**src/rtl/dmem_port_arbiter_pkg.sv**
```systemverilog
`default_nettype none
// ============================================================================
//  Module      : dmem_arb_pkg
//  Description : Shared types and constants for the DataMemory port arbiter.
//                It holds the FSM state encoding, the requester identity
//                encoding, the bus widths, the memory geometry and a helper
//                that checks whether an address is in range.
//  Revision    : 1.0 - initial release
// ============================================================================
package dmem_arb_pkg;

    localparam int ADDR_W    = 24;
    localparam int DATA_W    = 24;
    localparam int MEM_BYTES = 128;
    localparam int WORD_B    = 3;

    // Highest byte address at which a whole word still fits in memory.
    localparam logic [ADDR_W-1:0] MAX_ADDR = ADDR_W'(MEM_BYTES - WORD_B);

    typedef enum logic [1:0] {
        IDLE   = 2'd0,
        ACCESS = 2'd1,
        RESP   = 2'd2
    } state_e;

    typedef enum logic {
        OWN_CPU = 1'b0,
        OWN_DBG = 1'b1
    } owner_e;

    // Unsigned range check. Any address with upper bits set is also rejected.
    function automatic logic addr_in_range(input logic [ADDR_W-1:0] addr);
        return (addr <= MAX_ADDR);
    endfunction

endpackage : dmem_arb_pkg
`default_nettype wire

```
**src/rtl/dmem_port_arbiter_if.sv**
```systemverilog
`default_nettype none
// ============================================================================
//  Module      : dmem_req_if / dmem_mem_if
//  Description : Bus bundles used by the DataMemory port arbiter.
//                dmem_req_if : req/ack requester channel (CPU LSU or debug).
//                  master = requester, slave = arbiter
//                  req, we, addr, wdata : requester -> arbiter
//                  ack, rdata, err      : arbiter   -> requester
//                dmem_mem_if : DataMemory port.
//                  master = arbiter, slave = memory
//                  address, write_data, mem_write, mem_read : arbiter -> memory
//                  read_data                                : memory  -> arbiter
//  Revision    : 1.0 - initial release
// ============================================================================
interface dmem_req_if;
    import dmem_arb_pkg::*;

    logic              req;
    logic              we;
    logic [ADDR_W-1:0] addr;
    logic [DATA_W-1:0] wdata;
    logic              ack;
    logic [DATA_W-1:0] rdata;
    logic              err;

    modport master (
        output req, we, addr, wdata,
        input  ack, rdata, err
    );

    modport slave (
        input  req, we, addr, wdata,
        output ack, rdata, err
    );
endinterface : dmem_req_if

interface dmem_mem_if;
    import dmem_arb_pkg::*;

    logic [ADDR_W-1:0] address;
    logic [DATA_W-1:0] write_data;
    logic              mem_write;
    logic              mem_read;
    logic [DATA_W-1:0] read_data;

    modport master (
        output address, write_data, mem_write, mem_read,
        input  read_data
    );

    modport slave (
        input  address, write_data, mem_write, mem_read,
        output read_data
    );
endinterface : dmem_mem_if
`default_nettype wire

```
**src/rtl/dmem_port_arbiter_rr.sv**
```systemverilog
`default_nettype none
// ============================================================================
//  Module      : rr_arbiter2
//  Description : Two-way round-robin picker. This block is purely
//                combinational. A single requester is granted directly. When
//                both request, the side that did not win last time gets the
//                grant.
//  Ports       : req_i[1:0]   request vector, bit 0 = CPU, bit 1 = debug
//                last_grant_i side that won the previous arbitration
//                enable_i     arbitration allowed this cycle
//                grant_o[1:0] one-hot grant, zero when disabled or idle
//  Revision    : 1.0 - initial release
// ============================================================================
module rr_arbiter2
    import dmem_arb_pkg::*;
(
    input  logic [1:0] req_i,
    input  owner_e     last_grant_i,
    input  logic       enable_i,
    output logic [1:0] grant_o
);

    always_comb begin
        grant_o = 2'b00;
        if (enable_i) begin
            case (req_i)
                2'b01:   grant_o = 2'b01;
                2'b10:   grant_o = 2'b10;
                2'b11:   grant_o = (last_grant_i == OWN_DBG) ? 2'b01 : 2'b10;
                default: grant_o = 2'b00;
            endcase
        end
    end

endmodule : rr_arbiter2
`default_nettype wire

```
**src/rtl/dmem_port_arbiter.sv**
```systemverilog
`default_nettype none
// ============================================================================
//  Module      : dmem_port_arbiter
//  Description : Shares the single big-endian, byte-addressed DataMemory port
//                between the CPU load/store unit and the debug/DMA port.
//                Arbitration is round-robin, and each transaction moves one
//                24-bit word. An out-of-range address is answered with an
//                error and never reaches memory.
//                Normal flow : IDLE -> ACCESS -> RESP -> IDLE
//                Error flow  : IDLE -> RESP -> IDLE
//  Ports       : clk_i   system clock, rising edge
//                rst_ni  asynchronous active-low reset
//                cpu_if  CPU requester channel (slave side)
//                dbg_if  debug requester channel (slave side)
//                mem_if  DataMemory port (master side), all outputs registered
//  Revision    : 1.0 - initial release
// ============================================================================
module dmem_port_arbiter
    import dmem_arb_pkg::*;
(
    input  logic       clk_i,
    input  logic       rst_ni,
    dmem_req_if.slave  cpu_if,
    dmem_req_if.slave  dbg_if,
    dmem_mem_if.master mem_if
);

    // ------------------------------------------------------------------
    // Registered state
    // ------------------------------------------------------------------
    state_e            state_q;
    owner_e            owner_q;
    owner_e            last_grant_q;

    logic [ADDR_W-1:0] mem_addr_q;
    logic [DATA_W-1:0] mem_wdata_q;
    logic              mem_write_q;
    logic              mem_read_q;

    logic              cpu_ack_q;
    logic              cpu_err_q;
    logic [DATA_W-1:0] cpu_rdata_q;
    logic              dbg_ack_q;
    logic              dbg_err_q;
    logic [DATA_W-1:0] dbg_rdata_q;

    // ------------------------------------------------------------------
    // Arbitration and request selection
    // ------------------------------------------------------------------
    logic [1:0]        req_vec_d;
    logic [1:0]        grant_d;
    owner_e            sel_owner_d;
    logic              sel_we_d;
    logic [ADDR_W-1:0] sel_addr_d;
    logic [DATA_W-1:0] sel_wdata_d;
    logic              addr_err_d;

    assign req_vec_d = {dbg_if.req, cpu_if.req};

    rr_arbiter2 u_rr_arbiter2 (
        .req_i        (req_vec_d),
        .last_grant_i (last_grant_q),
        .enable_i     (state_q == IDLE),
        .grant_o      (grant_d)
    );

    always_comb begin
        sel_owner_d = grant_d[1] ? OWN_DBG : OWN_CPU;
        sel_we_d    = grant_d[1] ? dbg_if.we    : cpu_if.we;
        sel_addr_d  = grant_d[1] ? dbg_if.addr  : cpu_if.addr;
        sel_wdata_d = grant_d[1] ? dbg_if.wdata : cpu_if.wdata;
        addr_err_d  = !addr_in_range(sel_addr_d);
    end

    // ------------------------------------------------------------------
    // Control FSM with registered outputs
    //
    // Ack and Err are raised on the edge that enters RESP, so that they are
    // visible for the whole RESP cycle. This gives an Ack two cycles after
    // the request is sampled, or one cycle after it on an error. The async
    // reset clears the memory strobes at once, which aborts a store in flight
    // before it can commit.
    // ------------------------------------------------------------------
    always_ff @(posedge clk_i or negedge rst_ni) begin
        if (!rst_ni) begin
            state_q      <= IDLE;
            owner_q      <= OWN_CPU;
            last_grant_q <= OWN_DBG;
            mem_addr_q   <= '0;
            mem_wdata_q  <= '0;
            mem_write_q  <= 1'b0;
            mem_read_q   <= 1'b0;
            cpu_ack_q    <= 1'b0;
            cpu_err_q    <= 1'b0;
            cpu_rdata_q  <= '0;
            dbg_ack_q    <= 1'b0;
            dbg_err_q    <= 1'b0;
            dbg_rdata_q  <= '0;
        end else begin
            // Ack/Err are single-cycle pulses.
            cpu_ack_q <= 1'b0;
            cpu_err_q <= 1'b0;
            dbg_ack_q <= 1'b0;
            dbg_err_q <= 1'b0;

            case (state_q)
                IDLE: begin
                    if (grant_d != 2'b00) begin
                        owner_q      <= sel_owner_d;
                        last_grant_q <= sel_owner_d;
                        if (addr_err_d) begin
                            // Rejected: memory strobes stay low.
                            if (sel_owner_d == OWN_CPU) begin
                                cpu_ack_q <= 1'b1;
                                cpu_err_q <= 1'b1;
                            end else begin
                                dbg_ack_q <= 1'b1;
                                dbg_err_q <= 1'b1;
                            end
                            state_q <= RESP;
                        end else begin
                            mem_addr_q  <= sel_addr_d;
                            mem_wdata_q <= sel_wdata_d;
                            mem_write_q <= sel_we_d;
                            mem_read_q  <= !sel_we_d;
                            state_q     <= ACCESS;
                        end
                    end
                end

                ACCESS: begin
                    // Memory read is combinational, so the word is valid now.
                    if (owner_q == OWN_CPU) begin
                        if (mem_read_q) begin
                            cpu_rdata_q <= mem_if.read_data;
                        end
                        cpu_ack_q <= 1'b1;
                    end else begin
                        if (mem_read_q) begin
                            dbg_rdata_q <= mem_if.read_data;
                        end
                        dbg_ack_q <= 1'b1;
                    end
                    mem_addr_q  <= '0;
                    mem_wdata_q <= '0;
                    mem_write_q <= 1'b0;
                    mem_read_q  <= 1'b0;
                    state_q     <= RESP;
                end

                RESP: begin
                    state_q <= IDLE;
                end

                default: begin
                    state_q <= IDLE;
                end
            endcase
        end
    end

    // ------------------------------------------------------------------
    // Output drive
    // ------------------------------------------------------------------
    assign mem_if.address    = mem_addr_q;
    assign mem_if.write_data = mem_wdata_q;
    assign mem_if.mem_write  = mem_write_q;
    assign mem_if.mem_read   = mem_read_q;

    assign cpu_if.ack   = cpu_ack_q;
    assign cpu_if.err   = cpu_err_q;
    assign cpu_if.rdata = cpu_rdata_q;
    assign dbg_if.ack   = dbg_ack_q;
    assign dbg_if.err   = dbg_err_q;
    assign dbg_if.rdata = dbg_rdata_q;

endmodule : dmem_port_arbiter
`default_nettype wire

```
**src/flat_wrapper.sv**
```systemverilog
// flat-port wrapper written by rule: the top's interface ports become plain ports
module dmem_port_arbiter_flat import dmem_arb_pkg::*;
  (clk_i, rst_ni, cpu_if_req, cpu_if_we, cpu_if_addr, cpu_if_wdata, cpu_if_ack, cpu_if_rdata, cpu_if_err, dbg_if_req, dbg_if_we, dbg_if_addr, dbg_if_wdata, dbg_if_ack, dbg_if_rdata, dbg_if_err, mem_if_address, mem_if_write_data, mem_if_mem_write, mem_if_mem_read, mem_if_read_data);
  dmem_req_if cpu_if_i ();
  dmem_req_if dbg_if_i ();
  dmem_mem_if mem_if_i ();
  input  logic clk_i;
  input  logic rst_ni;
  input wire logic [$bits(cpu_if_i.req)-1:0] cpu_if_req;
  input wire logic [$bits(cpu_if_i.we)-1:0] cpu_if_we;
  input wire logic [$bits(cpu_if_i.addr)-1:0] cpu_if_addr;
  input wire logic [$bits(cpu_if_i.wdata)-1:0] cpu_if_wdata;
  output wire logic [$bits(cpu_if_i.ack)-1:0] cpu_if_ack;
  output wire logic [$bits(cpu_if_i.rdata)-1:0] cpu_if_rdata;
  output wire logic [$bits(cpu_if_i.err)-1:0] cpu_if_err;
  input wire logic [$bits(dbg_if_i.req)-1:0] dbg_if_req;
  input wire logic [$bits(dbg_if_i.we)-1:0] dbg_if_we;
  input wire logic [$bits(dbg_if_i.addr)-1:0] dbg_if_addr;
  input wire logic [$bits(dbg_if_i.wdata)-1:0] dbg_if_wdata;
  output wire logic [$bits(dbg_if_i.ack)-1:0] dbg_if_ack;
  output wire logic [$bits(dbg_if_i.rdata)-1:0] dbg_if_rdata;
  output wire logic [$bits(dbg_if_i.err)-1:0] dbg_if_err;
  output wire logic [$bits(mem_if_i.address)-1:0] mem_if_address;
  output wire logic [$bits(mem_if_i.write_data)-1:0] mem_if_write_data;
  output wire logic [$bits(mem_if_i.mem_write)-1:0] mem_if_mem_write;
  output wire logic [$bits(mem_if_i.mem_read)-1:0] mem_if_mem_read;
  input wire logic [$bits(mem_if_i.read_data)-1:0] mem_if_read_data;
  assign cpu_if_i.req = cpu_if_req;
  assign cpu_if_i.we = cpu_if_we;
  assign cpu_if_i.addr = cpu_if_addr;
  assign cpu_if_i.wdata = cpu_if_wdata;
  assign cpu_if_ack = cpu_if_i.ack;
  assign cpu_if_rdata = cpu_if_i.rdata;
  assign cpu_if_err = cpu_if_i.err;
  assign dbg_if_i.req = dbg_if_req;
  assign dbg_if_i.we = dbg_if_we;
  assign dbg_if_i.addr = dbg_if_addr;
  assign dbg_if_i.wdata = dbg_if_wdata;
  assign dbg_if_ack = dbg_if_i.ack;
  assign dbg_if_rdata = dbg_if_i.rdata;
  assign dbg_if_err = dbg_if_i.err;
  assign mem_if_address = mem_if_i.address;
  assign mem_if_write_data = mem_if_i.write_data;
  assign mem_if_mem_write = mem_if_i.mem_write;
  assign mem_if_mem_read = mem_if_i.mem_read;
  assign mem_if_i.read_data = mem_if_read_data;
  dmem_port_arbiter u_core (.clk_i(clk_i), .rst_ni(rst_ni), .cpu_if(cpu_if_i), .dbg_if(dbg_if_i), .mem_if(mem_if_i));
endmodule
```
**config.mk**
```make
export PLATFORM = sky130hd
export DESIGN_NAME = dmem_port_arbiter_flat
export DESIGN_NICKNAME = d
export VERILOG_FILES = /design/src/rtl/dmem_port_arbiter_pkg.sv /design/src/rtl/dmem_port_arbiter_if.sv /design/src/rtl/dmem_port_arbiter_rr.sv /design/src/rtl/dmem_port_arbiter.sv /design/src/flat_wrapper.sv
export SDC_FILE = /design/constraint.sdc
export NUM_CORES = 1
export LEC_CHECK = 0
export ABC_CLOCK_PERIOD_IN_PS = 2380
export CAP_MARGIN = 40
export CELL_PAD_IN_SITES_DETAIL_PLACEMENT = 1
export CELL_PAD_IN_SITES_GLOBAL_PLACEMENT = 1
export CORE_ASPECT_RATIO = 1.1
export CORE_MARGIN = 3
export CORE_UTILIZATION = 23
export DETAILED_ROUTE_END_ITERATION = 7
export PLACE_DENSITY_LB_ADDON = 0.1
export RECOVER_POWER = 25
export SLEW_MARGIN = 20
export SYNTH_ARGS = -nofsm -noshare
export SYNTH_HDL_FRONTEND = slang
export SYNTH_HIERARCHICAL = 1
export SYNTH_SLANG_ARGS = --single-unit
```
**constraint.sdc**
```tcl
create_clock -name clk_i -period 2.38 [get_ports clk_i]
set_input_delay 0.476 -clock clk_i [delete_from_list [all_inputs] [get_ports clk_i]]
set_output_delay 0.476 -clock clk_i [all_outputs]
set_load 0.1 [all_outputs]
```
# Word-level counts from Yosys, hierarchy flattened
# Cells that the tools add are included.
[totals]
ff_bits = 106
out_inout_bits = 102
word_cells = 63
[op_classes]
order_cmp = 1
eq_ne = 6
n_mux = 34
bitwise_logic = 1
n_reduce_logical = 8
[op_table]
columns = ["cell", "n"]
rows = [
  ["24-bit 2-to-1 mux", 6],
  ["24-bit case mux with 2 select lines", 2],
  ["24-bit by 7-bit <= comparator with 1-bit output, second input constant", 1],
  ["1-bit 2-to-1 mux", 16],
  ["3-bit AND reduction", 3],
  ["2-bit 2-to-1 mux", 4],
  ["1-bit case mux with 2 select lines", 4],
  ["2-bit case mux with 3 select lines", 1],
  ["2-bit by 1-bit == test with 1-bit output, second input constant", 2],
  ["2-bit == test, second input constant", 2],
  ["2-bit by 1-bit != test with 1-bit output, second input constant", 2],
  ["2-bit case mux with 2 select lines", 1],
  ["2-bit nonzero test", 2],
  ["2-bit logical NOT", 1],
  ["2-bit AND reduction", 1],
  ["1-bit logical NOT", 1],
  ["1-bit NOT", 1],
]

# Longest topological paths before layout
# Gate-level depths: netlist of the first run.
[logic_depth]
ltp_word = 8
depth_mapped = 12
ltp_nobuf = 8

# Cells and area by module
# The synthesis of the first run kept the hierarchy.
[modules_own_cells]
columns = ["mod", "instances", "cells_per_inst", "area_per_inst_um2", "seq_area_each_um2"]
rows = [
  ["dmem_port_arbiter", 1, 340, 4499.3, 2653.8],
  ["rr_arbiter2", 1, 5, 21.3, 0.0],
]

# Worst setup path after synthesis of the first run
# OpenSTA, ideal clock, no wires.
[synth_timing]
kind = "register -> register"
from = "reg u_core.state_q[1]"
to = "reg u_core.mem_addr_q[10] (netlist: u_core/mem_if.address[10])"
setup_ps = 122
arrival_time_ps = 2448
path_slack_ps = -190
path_stages_with_launch = 12
path_buffers = 3
path_cell_list = "dfrtp_1 clkbuf_1 nor2_1 nand2_1 a21oi_1 nor4b_1 nand2_1 a21o_1 or4_4 buf_6 buf_6 and3_1"
[synth_via]
elab_chain_cells = 6
word_cells_on_any_way = 13
[synth_rtl]
columns = ["item", "line_no", "source"]
rows = [
  ["start, declared", "dmem_port_arbiter.sv:31", "state_e state_q;"],
  ["start signal, assigned", "dmem_port_arbiter.sv:86", "state_q <= IDLE;"],
  ["start signal, assigned", "dmem_port_arbiter.sv:120", "state_q <= RESP;"],
  ["start signal, assigned", "dmem_port_arbiter.sv:126", "state_q <= ACCESS;"],
  ["2-bit logical NOT *", "dmem_port_arbiter.sv:63", ".enable_i (state_q == IDLE),"],
  ["2-bit 2-to-1 mux *", "dmem_port_arbiter_rr.sv:25", "if (enable_i) begin"],
  ["named net u_core.grant_d[1]", "dmem_port_arbiter.sv:51", "logic [1:0] grant_d;"],
  ["24-bit 2-to-1 mux", "dmem_port_arbiter.sv:70", "sel_addr_d = grant_d[1] ? dbg_if.addr : cpu_if.addr;"],
  ["24-bit by 7-bit <= comparator with 1-bit output or 24-bit 2-to-1 mux (tied branches)", "dmem_port_arbiter_pkg.sv:33, dmem_port_arbiter.sv:111", ""],
  ["2-bit by 1-bit != test with 1-bit output (no source line) or 24-bit 2-to-1 mux (tied branches)", "-", ""],
  ["3-bit AND reduction (no source line) or 24-bit case mux with 2 select lines (tied branches)", "-", ""],
  ["end signal, assigned", "dmem_port_arbiter.sv:122", "mem_addr_q <= sel_addr_d;"],
  ["end, declared", "dmem_port_arbiter.sv:35", "logic [ADDR_W-1:0] mem_addr_q;"],
]
# The timed path passes the listed nets; every way through them passes the cells marked *. The select of a mux whose other input is x is not followed.
# A chain may end at the register's enable or synchronous reset.

# Final worst setup path of the first run
[layout_timing]
from = "in dbg_if_addr[15]"
to = "reg u_core.mem_wdata_q[12] (netlist: u_core/mem_if.write_data[12])"
[layout_via]
elab_chain_cells = 4
[layout_rtl]
columns = ["item", "line_no", "source"]
rows = [
  ["start, declared", "flat_wrapper.sv:18", "input wire logic [$bits(dbg_if_i.addr)-1:0] dbg_if_addr;"],
  ["24-bit 2-to-1 mux", "dmem_port_arbiter.sv:70", ""],
  ["24-bit by 7-bit <= comparator with 1-bit output", "dmem_port_arbiter_pkg.sv:33", "return (addr <= MAX_ADDR);"],
  ["2-bit by 1-bit != test with 1-bit output (no source line)", "-", ""],
  ["3-bit AND reduction (no source line)", "-", ""],
  ["end signal, assigned", "dmem_port_arbiter.sv:123", "mem_wdata_q <= sel_wdata_d;"],
  ["end, declared", "dmem_port_arbiter.sv:36", "logic [DATA_W-1:0] mem_wdata_q;"],
]
# Every way passes these cells.

==> impl_metrics.ini, run 1 <==
[grt]
grt_pass1_vias = 4160
antenna_found_initial = 1
overflow = 0
grt_pass1_wl_mm = 23.3
grt_max_degree = 45
grt_use_total_pct = 13.8

[detailed_routing]
vias_per_cell = 4.42
wl_mm = 15.2
drc = 0
dr_total_vias = 3795
dr.pass1.iters = 4
final_antenna_net_count = 0
drt_iter0_markers = 109
wl_per_cell_um = 17.6

[worst_setup_path]
critPathBufInv = 4
crit_path_top_delay_cell = nor4_1
crit_family = buffers and inverters
required_ns = 2.65
crit_type = in -> reg
cp-start-kind = input port
endpoint_kind = flop
cp_max_fo = 6
critPathArrivalTime_ns = 2.59
slowest_delay_ns = 0.41
worstPathCellList = clkdlybuf4s50_1 > nor4_1 > buf_4 > a22oi_1 > a21o_4 > nor4_4 > buf_6 > clkbuf_16 > mux2i_1

[synth]
synth-seq-cells = 106
netlist_instances = 345
synthDominantCellAreaShare_pct = 58.1
synth_area_per_cell_um2 = 13.1
synth_warnings = 6
synth.distinct_cells = 37
ys_seq_area_share_pct = 58.7
synth_top_area_cell = dfrtp_1
netlist_area_mm2 = 0.00452
synth_area_leaders = dfrtp_1, mux2i_1, mux2_2
syn_nets = 471

[power]
swShare_pct = 32.7
internal_power_uw = 3210
seqPwrFrac_pct = 40.7
peakVddDrop_mv = 0.351
p_leak_uw = 0.00346
combPwrFrac_pct = 28.9
switchingPower_uw = 1560
p_per_area_mw_per_mm2 = 622
clockPowerShare_pct = 30.4

[timing]
worst_pin_slew_ns = 1.75
finalHoldViolations = 0
relSlewSlack_pct = -16.6
setup_viol = 0
finClkSkew_ns = 0.00615
period_needed_ns = 2.32
maxSlewViolCount = 31
rsz0062_at_grt = yes
fin_crit_sh_pct = 97.5
fin_tns_setup_ns = 0
timing.fmax_ghz = 0.431

[layout]
final-seq-area_mm2 = 0.00265
antenna_cells = 0
drive_gt1_share_pct = 39.9
final.fill_count = 2070
nNetsFinal = 733
area_growth_pct = 69.5
multi_input_area_mm2 = 0.00196
fin_area_mm2 = 0.00766

[placed_design]
place_area_mm2 = 0.00705
dp_hpwl_mm = 11.3
io_buffers = 227
routabilityCongestion = 0.744

[die]
dieArea_mm2 = 0.0214
start_util_pct = 23.5
ioPinCount = 228
coreArea_mm2 = 0.0192
die_h_um = 153
die_width_um = 140
placementRows = 53

[clock_tree]
hold_buffers = 0
cts_tree = yes
cts_buffer_depth = 2
cts-root-buf = clkbuf_16
htree_levels = 3
cts_buffers = 9
insertion_delay_ns = 0.35
cts.sinks = 106
clk_pin_slew_ns = 0.08

[status]
status = finished, violations left
violations = max-capacitance violations, max-slew violations

[min_path]
worstHoldPathType = reg -> reg

[job]
cap_viol_max_count = 1
[synth_stat cells, drive strengths merged]
library cell / number
a21o: 2
a21oi: 3
a221o: 1
a22o: 2
a22oi: 1
a32o: 1
and2: 1
and3: 19
and4: 1
buf: 8
clkbuf: 12
dfrtp: 105
dfstp: 1
inv: 2
mux2: 48
mux2i: 63
nand2: 40
nand2b: 1
nand3: 2
nand4: 2
nor2: 10
nor3: 3
nor4: 7
nor4b: 1
o21ai: 1
o2bb2ai: 1
o311a: 1
o311ai: 1
o31ai: 1
or3: 1
or4: 3
[sequential cells by signal (all words and copies together), names as in the netlist]
register,count
u_core/cpu_if.rdata,24
u_core/dbg_if.rdata,24
u_core/mem_if.address,24
u_core/mem_if.write_data,24
u_core/state_q,2
u_core/cpu_if.ack,1
u_core/cpu_if.err,1
u_core/dbg_if.ack,1
u_core/dbg_if.err,1
u_core/last_grant_q,1
u_core/mem_if.mem_read,1
u_core/mem_if.mem_write,1
u_core/owner_q,1
[per-layer routing]
layer | vias up | share of wire, % | wire [um] | global-route usage (%)
li1 | 1763 | - | - | -
met1 | 1857 | 42 | 6410 | 16.9
met2 | 161 | 49 | 7480 | 23.3
met3 | 12 | 7.3 | 1110 | 4.85
met4 | 2 | 0.97 | 147 | 3.46
met5 | - | 0.046 | 7 | 0
[layout by cell type (no fill, tap or decap), types with 2 or more instances in the layout]
cell type        netlist  final
clkbuf_1              12      2
nor2_4                 0      2
inv_8                  0      2
nand3_1                2      2
dlygate4sd2_1          0      3
mux2_2                48     48
mux2i_2                0      3
nor3_1                 3      3
nor2_1                10      7
and3_1                19      2
mux2i_1               63     60
buf_6                  2      5
inv_6                  0      2
dfrtp_1              105    105
clkdlybuf4s50_1        0    119
and3_4                 0     17
a21oi_1                3      2
clkinv_4               0      2
nand4_1                2      2
dlymetal6s2s_1         0      2
nand2_1               40     39
nor4_1                 5      4
nor4_4                 1      2
clkbuf_16              0     12
or4_4                  2      4
buf_4                  1    130
inv_1                  2      2
a22o_1                 2      2
buf_12                 0      3
[power by group through the flow]
stage / logic, uW / clock network [uW] / registers [uW]
after floorplan: 398 / 0 / 2310
after global placement: 1300 / 0 / 1980
after CTS: 1350 / 1540 / 1940
after detailed placement: 1310 / 0 / 1980
final: 1380 / 1450 / 1940
after global routing: 1470 / 1600 / 1950
[cell families (layout without fill, tap and decap cells)]
kind of cell	after synthesis	count (layout)	share of synthesized area, %
muxes	111	111	25.9
DFF	106	106	58.7
and+or+nand+nor	91	93	10.5
buffers and inverters	22	287	2.32
AOI/OAI and AO/OA	15	15	2.55
[worst reg2reg max path, delay by kind of cell (launching register included)]
family | cells | cell delay (ns)
AND/OR/NAND/NOR | 4 | 1.11
AO/OA/AOI/OAI | 1 | 0.09
buffers and inverters | 3 | 0.43
flip-flops | 1 | 0.58
[worst paths after layout]
kind	depth (start not counted)	endpoint	startpoint	slack, ns
setup / recovery	9	u_core/mem_if.write_data[12]$_DFFE_PN0P_	dbg_if_addr[15]	0.06
hold / removal	1	u_core/dbg_if.rdata[21]$_DFFE_PN0P_	u_core/dbg_if.rdata[21]$_DFFE_PN0P_	0.51
setup reg to reg	8	u_core/mem_if.address[14]$_DFFE_PN0P_	u_core/last_grant_q$_DFFE_PN1P_	0.07
hold reg to reg	1	u_core/dbg_if.rdata[21]$_DFFE_PN0P_	u_core/dbg_if.rdata[21]$_DFFE_PN0P_	0.51
max in group asynchronous	2	u_core/cpu_if.rdata[3]$_DFFE_PN0P_	rst_ni	0.57
min in group asynchronous	1	u_core/dbg_if.rdata[10]$_DFFE_PN0P_	rst_ni	0.59
[cell type report]
type	count	share of cell area, %
tap	247	4.03
clock buffer	10	2.99
timing repair buffer	269	32.0
inverter	2	0.0980
clock inverter	6	0.751
sequential	106	34.6
multi-input combinational	219	25.5
[per-stage QoR]
stage               util [%]  hold WS, ns  total power (uW)  cells  setup WS, ns
CTS                     38.8       0.0587              4830    853       0.00730
global placement        36.6        0.442              3280    830        -0.442
global route            39.9        0.522              5020    859       -0.0679
detailed placement      36.6        0.447              3290    831        -0.466
floorplan                  -        0.180              2710    345       0.00700
finish                  39.9        0.509              4770    859        0.0604
[what timing repair did]
action,CTS,global route
gates resized for setup,22,23
pin swaps,13,20
gates cloned,3,3
endpoints found under the setup margin,28,51
setup buffers,3,3
Power figures use the tool's default switching activity.
==> run 2: changes to the inputs <==
- ABC_CLOCK_PERIOD_IN_PS: 2380 -> 3000
- clock period: 2.38 -> 3 ns (I/O delays scaled with it)
==> impl_metrics.ini, run 2 (same netlist as run 1, synthesis figures left out) <==
[power]
p_leak_uw = 0.00329
p_per_area_mw_per_mm2 = 515
peakVddDrop_mv = 0.240

[placed_design]
io_buffers = 227
dp_hpwl_mm = 10.8
dp.cells = 811
routabilityCongestion = 0.702

[clock_tree]
cts_buffer_depth = 2
insertion_delay_ns = 0.34
cts.repair.resized = 0
hold_buffers = 0
htree_levels = 3
cts_tree = yes
cts.sinks = 106
cts_buffers = 9
cts_setup_buffers = 0
clk_pin_slew_ns = 0.07
cts-root-buf = clkbuf_16

[worst_setup_path]
required_ns = 3.24
crit_type = in -> reg
critPathBufInv = 3
rrSetupSlack_ns = 0.53
critPathArrivalTime_ns = 2.82
cp_common_cell = buf_4
slowest_delay_ns = 0.52
cp_max_fo = 9
r2r_cells = 9
crit_family = buffers and inverters
reg2reg_to = u_core/dbg_if.ack$_DFF_PN0_
cp-start-kind = input port
r2r-start = u_core/state_q[1]$_DFFE_PN0P_
worstPathCellList = clkdlybuf4s50_1 > a21oi_4 > buf_4 > nor3_1 > a22oi_1 > a21o_1 > buf_4 > or3_1 > a32o_1
endpoint_kind = flop
crit_path_top_delay_cell = clkdlybuf4s50_1

[detailed_routing]
drt_iter0_markers = 81
vias_per_cell = 4.38
dr_total_vias = 3623
final_antenna_net_count = 0
drc = 0
wl_mm = 14.0
dr.pass1.iters = 4
wl_per_cell_um = 17.0

[layout]
area_growth_pct = 59.2
drive_gt1_share_pct = 32.2
layout_commonest_cell = clkdlybuf4s50_1
nNetsFinal = 702
mostFrequentLayoutCells = clkdlybuf4s50_1, buf_4, dfrtp_1, mux2i_1, mux2_2
antenna_cells = 0
finalNonFillerCells = 828

[die]
placementRows = 53
start_util_pct = 23.5
dieArea_mm2 = 0.0214
ioPinCount = 228
die_h_um = 153
coreArea_mm2 = 0.0192
die_width_um = 140

[timing]
finClkSkew_ns = 0.00653
maxSlewViolCount = 0
worst_pin_slew_ns = 1.12
rsz0062_at_grt = no
timing.fmax_ghz = 0.387
fin_tns_setup_ns = 0
setup_viol = 0
fin_crit_sh_pct = 86.2
relSlewSlack_pct = 25.2
period_needed_ns = 2.59
finalHoldViolations = 0

[grt]
grt_pass1_wl_mm = 22.3
use_met1_pct = 15.8
grt_busiest_layer = met2
grt_use_total_pct = 13.1
use_met2_pct = 21.5
grt_max_degree = 45
use_met3_pct = 5.48
overflow = 0
grt_pass1_vias = 4070
antenna_found_initial = 0

[job]
cap_viol_max_count = 0

[min_path]
worstHoldPathType = in -> async

[status]
status = finished clean
run 2: report_power, final:
group,internal [uW],switching [uW]
Sequential,1490,53.5
Clock,660,560
Combinational,376,565
run 2: layer usage:
metal | routed length, um | vias up
met5 | 0 | -
met4 | 179 | 0
met3 | 1220 | 14
met2 | 6730 | 141
met1 | 5910 | 1780
li1 | - | 1688
run 2: how the worst max path moves through the flow:
stage / endpoint / depth (start not counted) / start
2_1_floorplan: u_core/mem_if.address[10]$_DFFE_PN0P_ / 11 / u_core/state_q[1]$_DFFE_PN0P_
3_3_place_gp: u_core/mem_if.address[7]$_DFFE_PN0P_ / 8 / cpu_if_req
3_5_place_dp: u_core/mem_if.address[19]$_DFFE_PN0P_ / 8 / cpu_if_req
4_1_cts: u_core/dbg_if.ack$_DFF_PN0_ / 9 / cpu_if_req
5_1_grt: u_core/dbg_if.ack$_DFF_PN0_ / 10 / dbg_if_req
6_report: u_core/dbg_if.ack$_DFF_PN0_ / 9 / cpu_if_req
run 2: final cells by class:
cell class              instances  area, um^2
flip-flops and latches        106        2650
well taps                     247         309
repair buffers                240        2140
clock buffers                  10         229
fillers                      2064       12000
multi-input cells             217        1790
inverters                       2        7.51
clock inverters                 6        73.8
run 2: per-stage QoR:
step           total power, uW  utilization, %  hold WS, ns  setup slack, ns  instance area (um^2)
2_1_floorplan             2140               -        0.304            0.430                  4520
3_3_place_gp              2520            35.8        0.490           0.0952                  6880
3_5_place_dp              2530            35.9        0.496           0.0571                  6910
4_1_cts                   3790            37.5        0.255            0.433                  7210
5_1_grt                   3910            37.4        0.525            0.325                  7200
6_report                  3710            37.4        0.446            0.413                  7200
==> run 3: changes to the inputs <==
- ABC_AREA: unset -> 1
- HOLD_SLACK_MARGIN: unset -> 0.06
==> impl_metrics.ini, run 3 <==
[grt]
overflow = 0
antenna_found_initial = 0
grt_max_degree = 49
grt_pass1_wl_mm = 27.1
grt_pass1_vias = 5366
grt_use_total_pct = 13.9

[clock_tree]
cts_tree = yes
cts_setup_buffers = 0
cts.sinks = 106
cts-root-buf = clkbuf_16
cts_buffer_depth = 2
cts_buffers = 9
htree_levels = 3
clk_pin_slew_ns = 0.08
cts.repair.resized = 0
insertion_delay_ns = 0.35
hold_buffers = 0

[timing]
fin_crit_sh_pct = 83.6
finalHoldViolations = 0
rsz0062_at_grt = no
relSlewSlack_pct = -19.0
maxSlewViolCount = 36
setup_viol = 0
finClkSkew_ns = 0.00596
worst_pin_slew_ns = 1.79
setup_ws_ns = 0.493
timing.fmax_ghz = 0.399
fin_tns_setup_ns = 0
period_needed_ns = 2.51

[worst_setup_path]
critPathArrivalTime_ns = 2.79
crit_type = in -> reg
required_ns = 3.28
endpoint_kind = flop
cp_max_fo = 38
slowest_delay_ns = 0.53
cp-start-kind = input port
cp_common_cell = nand2_1
worstPathCellList = clkdlybuf4s50_1 > a21oi_4 > buf_12 > inv_6 > buf_4 > nand2_1 > nand2_1 > nand2_1 > nor2_2 > nand3_2 > nor2_4 > buf_12 > nand3_1 > nand2_1
r2r_cells = 14
crit_path_top_delay_cell = clkdlybuf4s50_1

[synth]
synth_top_area_cell = dfrtp_1
synth_area_per_cell_um2 = 7.80
synth_warnings = 6
ys_top_cells_by_count = nand2_1, dfrtp_1, inv_1
synth_area_leaders = dfrtp_1, nand2_1, inv_1
ys_seq_area_share_pct = 52.0
syn_nets = 780
synth.distinct_cells = 26
yosysMostFrequentCell = nand2_1
synth-seq-cells = 106
netlist_area_mm2 = 0.00510
netlist_instances = 654
synth_edf_count = 0
synthDominantCellAreaShare_pct = 51.5
synth_ff_type = dfrtp_1
async_flop_share_pct = 100

[layout]
layout_commonest_cell = nand2_1
multi_input_area_mm2 = 0.00184
mostFrequentLayoutCells = nand2_1, clkdlybuf4s50_1, buf_4, dfrtp_1, inv_1
final.fill_count = 2660
drive_gt1_share_pct = 17.3
area_growth_pct = 50.1
antenna_cells = 0
final-seq-area_mm2 = 0.00265
nNetsFinal = 995

[detailed_routing]
vias_per_cell = 4.18
dr_total_vias = 4865
wl_per_cell_um = 14.2
drt_iter0_markers = 157
drc = 0
dr.pass1.iters = 4
wl_mm = 16.5
final_antenna_net_count = 0

[die]
die_h_um = 162
placementRows = 56
start_util_pct = 23.6
coreArea_mm2 = 0.0216
ioPinCount = 228
dieArea_mm2 = 0.0240
die_width_um = 148

[placed_design]
routabilityCongestion = 0.771
dp_hpwl_mm = 12.8
io_buffers = 227
place_ws_ns = 0.0974

[min_path]
worstHoldPathType = reg -> reg
hold_depth = 2

[status]
status = finished, violations left
violations = max-capacitance violations, max-slew violations

[job]
cap_viol_max_count = 1

[power]
peakVddDrop_mv = 0.238
p_per_area_mw_per_mm2 = 487
finalPower_uw = 3730
p_leak_uw = 0.00405
## run 3: cell count changes after synthesis, sizes merged, moves of 5 or more
cell | before | now
nand2 | 40 | 248
inv | 2 | 91
nand3 | 2 | 67
mux2i | 63 | 1
o21ai | 1 | 57
mux2 | 48 | 0
nor2 | 10 | 37
and3 | 19 | 0
buf | 8 | 19
nor4 | 7 | 0
clkbuf | 12 | 17
## run 3: through the flow
step | area, um^2 | utilization (%) | hold WS, ns | std cells
floorplan | 5100 | - | 0.304 | 654
global placement | 7380 | 34.2 | 0.470 | 1148
detailed placement | 7380 | 34.2 | 0.478 | 1148
CTS | 7670 | 35.6 | 0.195 | 1164
global route | 7660 | 35.5 | 0.516 | 1164
finish | 7660 | 35.5 | 0.490 | 1164
## run 3: cells by family after synthesis
family	share of synthesized area, %
and+or+nand+nor	29.7
buffers and inverters	12.0
DFF	52.0
AOI/OAI and AO/OA	6.01
muxes	0.196
## run 3: power by group
part,leakage (uW),internal [uW],switching (uW)
combinational,0.00269,361,717
clock,0.000142,584,562
sequential,0.00122,1470,27.1
## run 3: area by class of cell
| class | count | share of cell area, % |
|---|---|---|
| repair buffers | 240 | 28.2 |
| flip-flops and latches | 106 | 34.7 |
| clock buffers | 10 | 2.99 |
| inverters | 91 | 4.53 |
| multi-input cells | 421 | 24.1 |
| clock inverters | 6 | 0.817 |
| well taps | 290 | 4.74 |
## run 3: final timing paths
check,start,endpoint,slack (ns)
worst min-delay path,u_core/cpu_if.rdata[16]$_DFFE_PN0P_,u_core/cpu_if.rdata[16]$_DFFE_PN0P_,0.49
worst max-delay path,cpu_if_req,u_core/mem_if.write_data[20]$_DFFE_PN0P_,0.49
max in group asynchronous,rst_ni,u_core/mem_if.write_data[15]$_DFFE_PN0P_,0.69
worst max register to register,u_core/state_q[0]$_DFFE_PN0P_,u_core/mem_if.write_data[20]$_DFFE_PN0P_,0.66
worst min register to register,u_core/cpu_if.rdata[16]$_DFFE_PN0P_,u_core/cpu_if.rdata[16]$_DFFE_PN0P_,0.49
min in group asynchronous,rst_ni,u_core/mem_if.address[10]$_DFFE_PN0P_,0.73
## run 3: routing by layer
metal  GRT usage [%]  part of all wire, %
met5               0                    0
met4            3.40                 0.87
met3            4.97                  8.2
met2            23.0                   47
met1            17.5                   44
## run 3: critical path: cells and delay by family
family / cells / cell delay (ns)
buffers and inverters: 5 / 1.33
and+or+nand+nor: 8 / 0.75
AOI/OAI and AO/OA: 1 / 0.08
